## src/rtl/mem_port_arbiter.sv

```systemverilog
// Arbitrates one single-port memory between fetch (if_*) and load/store (dm_*) requesters.
// Latency: 2 cycles minimum (req edge -> mem_req -> ack), one idle bubble between accesses; callers hold req until ack.
// Optional ARB_TIMEOUT_EN: abandon an access after TIMEOUT busy cycles without mem_ready and flag err.
module mem_port_arbiter #(
    parameter int AW      = 32,
    parameter int DW      = 32,
    parameter int TIMEOUT = 15
) (
    input  logic          clk,
    input  logic          reset,
    input  logic          if_req,
    input  logic [AW-1:0] if_addr,
    output logic          if_ack,
    output logic [DW-1:0] if_rdata,
    input  logic          dm_req,
    input  logic          dm_we,
    input  logic [AW-1:0] dm_addr,
    input  logic [DW-1:0] dm_wdata,
    output logic          dm_ack,
    output logic [DW-1:0] dm_rdata,
    output logic          mem_req,
    output logic          mem_we,
    output logic [AW-1:0] mem_addr,
    output logic [DW-1:0] mem_wdata,
    input  logic [DW-1:0] mem_rdata,
    input  logic          mem_ready,
    output logic          busy,
    output logic          err
);

    if (TIMEOUT < 1) begin : g_timeout_chk
        $error("mem_port_arbiter: TIMEOUT must be at least 1");
    end

    typedef enum logic [1:0] {IDLE, IF_BUSY, DM_BUSY} state_t;

    state_t        state, nxt_state;
    logic          last_dm, nxt_last_dm;
    logic          nxt_mem_req, nxt_mem_we, nxt_busy;
    logic [AW-1:0] nxt_mem_addr;
    logic [DW-1:0] nxt_mem_wdata, nxt_if_rdata, nxt_dm_rdata;
    logic          nxt_if_ack, nxt_dm_ack;
    logic          if_q, dm_q, grant_dm;

    // A side whose ack is showing this cycle is still holding req from the finished access.
    assign if_q     = if_req & ~if_ack;
    assign dm_q     = dm_req & ~dm_ack;
    assign grant_dm = dm_q & (~if_q | ~last_dm);

`ifdef ARB_TIMEOUT_EN
    localparam int CW = ($clog2(TIMEOUT + 1) > 4) ? $clog2(TIMEOUT + 1) : 4;
    logic [CW-1:0] cnt, nxt_cnt;
    logic          nxt_err;
`else
    assign err = 1'b0;
`endif

    always_comb begin
        nxt_state     = state;
        nxt_last_dm   = last_dm;
        nxt_mem_req   = mem_req;
        nxt_mem_we    = mem_we;
        nxt_mem_addr  = mem_addr;
        nxt_mem_wdata = mem_wdata;
        nxt_busy      = busy;
        nxt_if_rdata  = if_rdata;
        nxt_dm_rdata  = dm_rdata;
        nxt_if_ack    = 1'b0;
        nxt_dm_ack    = 1'b0;
`ifdef ARB_TIMEOUT_EN
        nxt_cnt       = cnt;
        nxt_err       = 1'b0;
`endif
        case (state)
            IDLE: begin
                if (if_q | dm_q) begin
                    nxt_mem_req = 1'b1;
                    nxt_busy    = 1'b1;
                    nxt_last_dm = grant_dm;
`ifdef ARB_TIMEOUT_EN
                    nxt_cnt     = '0;
`endif
                    if (grant_dm) begin
                        nxt_state     = DM_BUSY;
                        nxt_mem_we    = dm_we;
                        nxt_mem_addr  = dm_addr;
                        nxt_mem_wdata = dm_wdata;
                    end else begin
                        nxt_state     = IF_BUSY;
                        nxt_mem_we    = 1'b0;
                        nxt_mem_addr  = if_addr;
                    end
                end
            end
            IF_BUSY, DM_BUSY: begin
                if (mem_ready) begin
                    nxt_state   = IDLE;
                    nxt_mem_req = 1'b0;
                    nxt_mem_we  = 1'b0;
                    nxt_busy    = 1'b0;
                    if (state == IF_BUSY) begin
                        nxt_if_rdata = mem_rdata;
                        nxt_if_ack   = 1'b1;
                    end else begin
                        nxt_dm_rdata = mem_rdata;
                        nxt_dm_ack   = 1'b1;
                    end
                end
`ifdef ARB_TIMEOUT_EN
                else if (cnt == CW'(TIMEOUT - 1)) begin
                    nxt_state   = IDLE;
                    nxt_mem_req = 1'b0;
                    nxt_mem_we  = 1'b0;
                    nxt_busy    = 1'b0;
                    nxt_err     = 1'b1;
                    if (state == IF_BUSY) begin
                        nxt_if_rdata = '0;
                        nxt_if_ack   = 1'b1;
                    end else begin
                        nxt_dm_rdata = '0;
                        nxt_dm_ack   = 1'b1;
                    end
                end else begin
                    nxt_cnt = cnt + CW'(1);
                end
`endif
            end
            default: nxt_state = IDLE;
        endcase
    end

    always_ff @(posedge clk) begin
        if (!reset) begin
            state     <= IDLE;
            last_dm   <= 1'b0;
            mem_req   <= 1'b0;
            mem_we    <= 1'b0;
            mem_addr  <= '0;
            mem_wdata <= '0;
            busy      <= 1'b0;
            if_ack    <= 1'b0;
            dm_ack    <= 1'b0;
            if_rdata  <= '0;
            dm_rdata  <= '0;
        end else begin
            state     <= nxt_state;
            last_dm   <= nxt_last_dm;
            mem_req   <= nxt_mem_req;
            mem_we    <= nxt_mem_we;
            mem_addr  <= nxt_mem_addr;
            mem_wdata <= nxt_mem_wdata;
            busy      <= nxt_busy;
            if_ack    <= nxt_if_ack;
            dm_ack    <= nxt_dm_ack;
            if_rdata  <= nxt_if_rdata;
            dm_rdata  <= nxt_dm_rdata;
        end
    end

`ifdef ARB_TIMEOUT_EN
    always_ff @(posedge clk) begin
        if (!reset) begin
            cnt <= '0;
            err <= 1'b0;
        end else begin
            cnt <= nxt_cnt;
            err <= nxt_err;
        end
    end
`endif

endmodule

```

## config.mk

```make
export PLATFORM = sky130hd
export DESIGN_NAME = mem_port_arbiter
export DESIGN_NICKNAME = d
export VERILOG_FILES = /design/src/rtl/mem_port_arbiter.sv
export SDC_FILE = /design/constraint.sdc
export NUM_CORES = 1
export LEC_CHECK = 0
export CORE_MARGIN = 3
export CORE_UTILIZATION = 43
export CTS_BUF_LIST = sky130_fd_sc_hd__clkbuf_8 sky130_fd_sc_hd__clkbuf_16
export DETAILED_ROUTE_END_ITERATION = 8
export PLACE_DENSITY = 0.95
export REMOVE_ABC_BUFFERS = 1
export SYNTH_ARGS = -nofsm -noshare
export SYNTH_HDL_FRONTEND = slang
export SYNTH_SLANG_ARGS = --single-unit
```

## constraint.sdc

```tcl
create_clock -name clk -period 2.6 [get_ports clk]
set_input_delay 0.52 -clock clk [delete_from_list [all_inputs] [get_ports clk]]
set_output_delay 0.52 -clock clk [all_outputs]
set_load 0.03 [all_outputs]
```

==> results of run 1 <==
report_power, final:
part / total [W] / internal (W) / switching [W] / leakage [nW]
registers: 0.00242 / 0.00229 / 0.000135 / 1.10
clock network: 0.00265 / 0.00180 / 0.000851 / 0.333
logic: 0.00187 / 0.000829 / 0.00104 / 1.76
total: 0.00694 / 0.00492 / 0.00202 / 3.20
tightest hold or removal path: cells and delay by family, from the launching register on:
| kind | cells | cell delay (ns) |
|---|---|---|
| DFF | 1 | 0.30 |
| and+or+nand+nor | 1 | 0.05 |
| AOI/OAI and AO/OA | 1 | 0.05 |
kinds of logic (layout without fill, tap and decap cells):
family	count (synthesis)	in the layout	synth area share
AOI/OAI and AO/OA	174	174	0.256
buffers and inverters	51	310	0.0494
adders and majority gates	3	3	0.00699
DFF	135	135	0.503
and+or+nand+nor	248	248	0.182
muxes	1	1	0.00186
other	1	1	0.000698
metrics by stage:
step	cells	total power, W	hold WS [ns]
detailed placement	1009	0.00432	0.445
global placement	1009	0.00428	0.439
global route	1040	0.00720	0.477
CTS	1040	0.00699	0.454
floorplan	565	0.00344	0.436
finish	1040	0.00694	0.452
cell usage in the layout (no fill, tap or decap):
master / count
ha_1: 3
and2b_4: 1
a21oi_4: 1
nand3_1: 3
a211o_2: 1
nand2b_1: 2
inv_1: 5
clkinv_2: 4
inv_2: 1
clkbuf_8: 1
a21boi_1: 30
o21ai_1: 1
a21oi_1: 4
a21boi_0: 67
nor2_1: 33
nor2b_1: 1
clkbuf_16: 17
nor2_2: 1
bufinv_16: 6
mux2i_1: 1
nand2_1: 200
o22ai_1: 2
dfxtp_1: 135
and2_1: 2
nand2b_4: 1
a22oi_1: 1
buf_4: 7
clkdlybuf4s50_1: 265
nand3b_1: 1
o21ai_0: 34
nand4b_1: 1
o211ai_2: 1
or2_2: 1
o2111ai_1: 1
nor3b_1: 1
o22ai_2: 29
buf_12: 4
conb_1: 1
o211ai_1: 1
a211oi_4: 1
cells in the mapped netlist (2+ instances only):
library cell / count / area (um2)
nand3_1: 3 / 15.0
inv_1: 2 / 7.51
nor2_1: 34 / 128
buf_2: 17 / 85.1
buf_4: 2 / 15.0
ha_1: 3 / 37.5
a21oi_1: 4 / 20.0
nand2_1: 200 / 751
buf_6: 6 / 67.6
clkbuf_1: 22 / 82.6
nand2b_1: 2 / 12.5
o21ai_0: 34 / 170
a21boi_1: 30 / 225
and2_1: 2 / 12.5
o22ai_1: 2 / 12.5
a21boi_0: 67 / 503
dfxtp_1: 135 / 2700
o22ai_2: 29 / 363
flip-flops by register name, indices dropped and copies added (netlist names):
register,flops
busy,1
dm_ack,1
dm_rdata,32
if_ack,1
if_rdata,32
last_dm,1
mem_addr,32
mem_wdata,32
mem_we,1
state,2
area by class of cell:
class,instances,area [um2],share of cell area
Clock buffer,18,439,0.0501
Clock inverter,13,211,0.0241
Timing Repair Buffer,276,2790,0.317
Multi-Input combinational cell,427,2410,0.275
Sequential cell,135,2700,0.308
Inverter,3,11.3,0.00128
Tap cell,168,210,0.0240
worst max path at each step:
stage | start | endpoint | cells after the start
2_1_floorplan | state[0] | mem_addr[0] | 6
3_3_place_gp | mem_ready | dm_rdata[12] | 5
3_5_place_dp | if_req | mem_addr[1] | 6
4_1_cts | busy | busy | 1
5_1_grt | state[0] | dm_rdata[11] | 6
6_report | busy | busy | 1
metal layers:
layer	up-vias	track usage	share of wire	wire (um)
met5	-	0	0	0
met1	2394	0.263	0.39	6630
met2	189	0.410	0.51	8620
met3	36	0.0730	0.061	1030
li1	2523	-	-	-
met4	0	0.118	0.034	578
==> results.yml, run 1 <==
run_status:
  run_status: "complete, no violations"
setup_path:
  max_stage_delay_ns: 0.70
  critical_path_arrival_ns: 1.52
  r2r_slack_ns: 0.66
  rr_startpoint: "state[0]"
  cp_slowest_cell: "clkdlybuf4s50_1"
  critPathTopFamily: "buffers and inverters"
  r2r_cells: 6
  crit_path_cell_trace: "clkdlybuf4s50_1"
  setup.worst_path.start_class: "register"
  cp_max_fo: 4
  cp-end-kind: "primary output"
  r2r_end: "dm_rdata[12]"
  worstPathRequired_ns: 2.08
  worstSetupPathType: "register to primary output"
  cp.buffers_inverters: 1
floorplanning:
  start_util: 0.443
  core_mm2: 0.0121
  die_w_um: 118
  ioPinCount: 268
  fp.dieArea_mm2: 0.0139
  rows: 40
  die_y_um: 118
cells_and_area:
  area_growth_pct: 63.4
  final_nets: 997
  diodes: 0
  fillers: 885
  finish.instance_area_mm2: 0.00877
  drive_gt1_frac: 0.0883
  post-route-util: 0.724
yosys:
  yosysWarnings: 0
  synth_edf_count: 0
  synthFlopType: "dfxtp_1"
  ys_async_sr_fraction: 0
  syn_area_mm2: 0.00537
  ys_seq_area_frac: 0.503
  yosysUniqueCellTypes: 37
  ys_ff_latch: 135
  synth.avg_cell_area_um2: 8.76
  syn_inst: 613
timing:
  drv_slew: 0
  setup_ws_ns: 0.560
  fmax_ghz: 0.490
  setup_violations: 0
  timing.slew.headroom: 0.570
  hold_viol: 0
  finalCritPeriodShare: 0.785
  finalClockSkew_ns: 0.00714
  worstMarginPinSlew_ns: 0.645
  rsz0062_at_grt: "false"
  post-route-min-period_ns: 2.04
  setup_tns_ns: 0
placement:
  numPortBuffers: 266
  routabilityCongestion: 0.790
  place_area_mm2: 0.00812
  dp_worst_setup_slack_ns: 0.470
  dp_hpwl_um: 12000
pwr:
  vdd_ir_drop_max_mv: 0.479
  cellPowerDensity_mw_per_mm2: 791
  power_leakage_nw: 3.20
global_routing:
  grt_pass1_vias: 5119
  grt_first_pass_wirelength_um: 26400
  grt-ovfl-total: 0
  grtUsageTotal: 0.237
  antenna_found_initial: 0
  grt_start_max_net_pins: 72
clock_network:
  cts_tree: "done"
  htreeDepth: 4
  path_clk_slew_ns: 0.05
  cts_buffers: 17
  cts.sinks: 135
  cts_root_buf: "clkbuf_16"
  clock_path_buffers: 2
  cts_resized: 0
  cts_setup_buffers: 0
  clock_latency_ns: 0.41
  postCtsHoldBufs: 0
detailed_routing:
  ant_nets: 0
  via_count: 5142
  via_per_inst: 4.94
  drtIter0Drc: 361
  drc: 0
  first_pass_iters: 4
  wl_per_cell_um: 16.2
  wirelength_um: 16900
min_path:
  hold_path.class: "register to register"
  hp-start: "mem_wdata[3]"
  worstHoldEndpoint: "mem_wdata[3]"
  whs_path_depth: 2
run:
  max-cap-violations: 0
Note: power is estimated with default switching activity, not from simulation.
==> inputs of run 2 (changes only) <==
--- a/config.mk
+++ b/config.mk
@@ -6,10 +6,10 @@
 export NUM_CORES = 1
 export LEC_CHECK = 0
 export CORE_MARGIN = 3
-export CORE_UTILIZATION = 43
+export CORE_UTILIZATION = 36
 export CTS_BUF_LIST = sky130_fd_sc_hd__clkbuf_8 sky130_fd_sc_hd__clkbuf_16
 export DETAILED_ROUTE_END_ITERATION = 8
-export PLACE_DENSITY = 0.95
+export PLACE_DENSITY = 0.88
 export REMOVE_ABC_BUFFERS = 1
 export SYNTH_ARGS = -nofsm -noshare
 export SYNTH_HDL_FRONTEND = slang
==> constraint.sdc (replaced) <==
create_clock -name clk -period 1.8 [get_ports clk]
set_input_delay 0.36 -clock clk [delete_from_list [all_inputs] [get_ports clk]]
set_output_delay 0.36 -clock clk [all_outputs]
set_load 0.03 [all_outputs]
==> run 2 against run 1 <==
Net effect:
- combinational power up 42%
- non-clock buffer count up 16
- first-iteration DRC count down 43%
- sequential power up 44%
- sequential share of layout area down 0.77 points
- global-route usage down 4.0 points
- cell area up 2.6%
- critical path type unchanged
- largest power group unchanged
- highest routed layer unchanged
==> results.yml, run 2 (synthesis gave the netlist of run 1 again) <==
run_status:
  run_status: "complete, no violations"
global_routing:
  grt_start_max_net_pins: 54
  grt_pass1_vias: 5062
  grt-ovfl-total: 0
  grtUsageTotal: 0.197
  grt_first_pass_wirelength_um: 25800
  antenna_found_initial: 0
setup_path:
  setup.worst_path.start_class: "register"
  rr_startpoint: "state[0]"
  cp-end-kind: "primary output"
  cp_max_fo: 2
  worstSetupPathType: "register to primary output"
  crit_path_cell_trace: "clkdlybuf4s50_1"
  worstPathRequired_ns: 1.44
  cp.buffers_inverters: 1
  critical_path_arrival_ns: 1.40
  cp_slowest_cell: "clkdlybuf4s50_1"
  critPathTopFamily: "buffers and inverters"
  startpoint: "if_rdata[21]"
  max_stage_delay_ns: 0.67
detailed_routing:
  wl_per_cell_um: 15.8
  via_per_inst: 4.79
  ant_nets: 0
  via_count: 5136
  first_pass_iters: 4
  drtIter0Drc: 204
  drc: 0
  wirelength_um: 17000
cells_and_area:
  final_cells: 1073
  post-route-util: 0.617
  layout.cells.most_common: "nand2_1"
  area_growth_pct: 67.6
  drive_gt1_frac: 0.109
  final_nets: 1013
  diodes: 0
  layout.cells.most_common_list: "nand2_1, dfxtp_1, clkdlybuf4s50_1"
clock_network:
  clock_latency_ns: 0.41
  cts.sinks: 135
  postCtsHoldBufs: 0
  path_clk_slew_ns: 0.06
  htreeDepth: 4
  clock_path_buffers: 2
  cts_tree: "done"
  cts_buffers: 17
  cts_root_buf: "clkbuf_16"
floorplanning:
  start_util: 0.368
  die_w_um: 128
  core_mm2: 0.0146
  die_y_um: 128
  ioPinCount: 268
  fp.dieArea_mm2: 0.0164
  rows: 44
min_path:
  hp-start: "reset"
  hold_path.class: "input port to register"
placement:
  dp_worst_setup_slack_ns: -0.135
  routabilityCongestion: 0.800
  numPortBuffers: 266
  dp_hpwl_um: 12100
  place_inst: 1041
timing:
  post-route-min-period_ns: 1.76
  finalCritPeriodShare: 0.981
  setup_ws_ns: 0.0350
  setup_violations: 0
  rsz0062_at_grt: "false"
  fmax_ghz: 0.567
  hold_viol: 0
  finalClockSkew_ns: 0.00658
  drv_slew: 0
  hold_ws_ns: 0.376
pwr:
  p_total_w: 0.00968
  cellPowerDensity_mw_per_mm2: 1080
  power_leakage_nw: 4.55
  vdd_ir_drop_max_mv: 0.708
run:
  max-cap-violations: 0
[run 2: repair_timing]
item | in CTS | in global routing
setup endpoints to repair | 73 | 90
gates resized for setup | 73 | 59
setup buffers | 0 | 0
[run 2: through the flow]
| stage | setup TNS, ns | cell area, um2 |
|---|---|---|
| after floorplan | -55.08 | 5120 |
| after detailed placement | -5.06 | 8330 |
| after global routing | 0 | 9000 |
| final | 0 | 9000 |
| after CTS | 0 | 8840 |
| after global placement | -2.19 | 8330 |
[run 2: final cells by class]
cell class | instances | area, um2
Clock buffer | 19 | 453
Tap cell | 184 | 230
Sequential cell | 135 | 2700
Clock inverter | 13 | 154
Timing Repair Buffer | 292 | 3020
Multi-Input combinational cell | 427 | 2430
Fill cell | 1216 | 5590
Inverter | 3 | 11.3
[run 2: path summary, 6_finish.rpt]
| path | end | cells past startpoint | slack (ns) |
|---|---|---|---|
| setup reg to reg | dm_rdata[29] | 7 | 0.15 |
| setup / recovery | if_rdata[21] | 1 | 0.04 |
| hold reg to reg | mem_wdata[10] | 2 | 0.45 |
| hold / removal | mem_addr[14] | 3 | 0.38 |
[run 2: metal layers]
metal | track usage | routed length, um | share of wire
met1 | 0.227 | 6760 | 0.40
met2 | 0.339 | 8650 | 0.51
met3 | 0.0646 | 1090 | 0.064
met4 | 0.0762 | 469 | 0.028
met5 | 0 | 0 | 0
[run 2: where the power goes]
part | total, W | internal, W | switching [W]
logic | 0.00266 | 0.00114 | 0.00152
registers | 0.00348 | 0.00330 | 0.000181
clock network | 0.00353 | 0.00224 | 0.00129
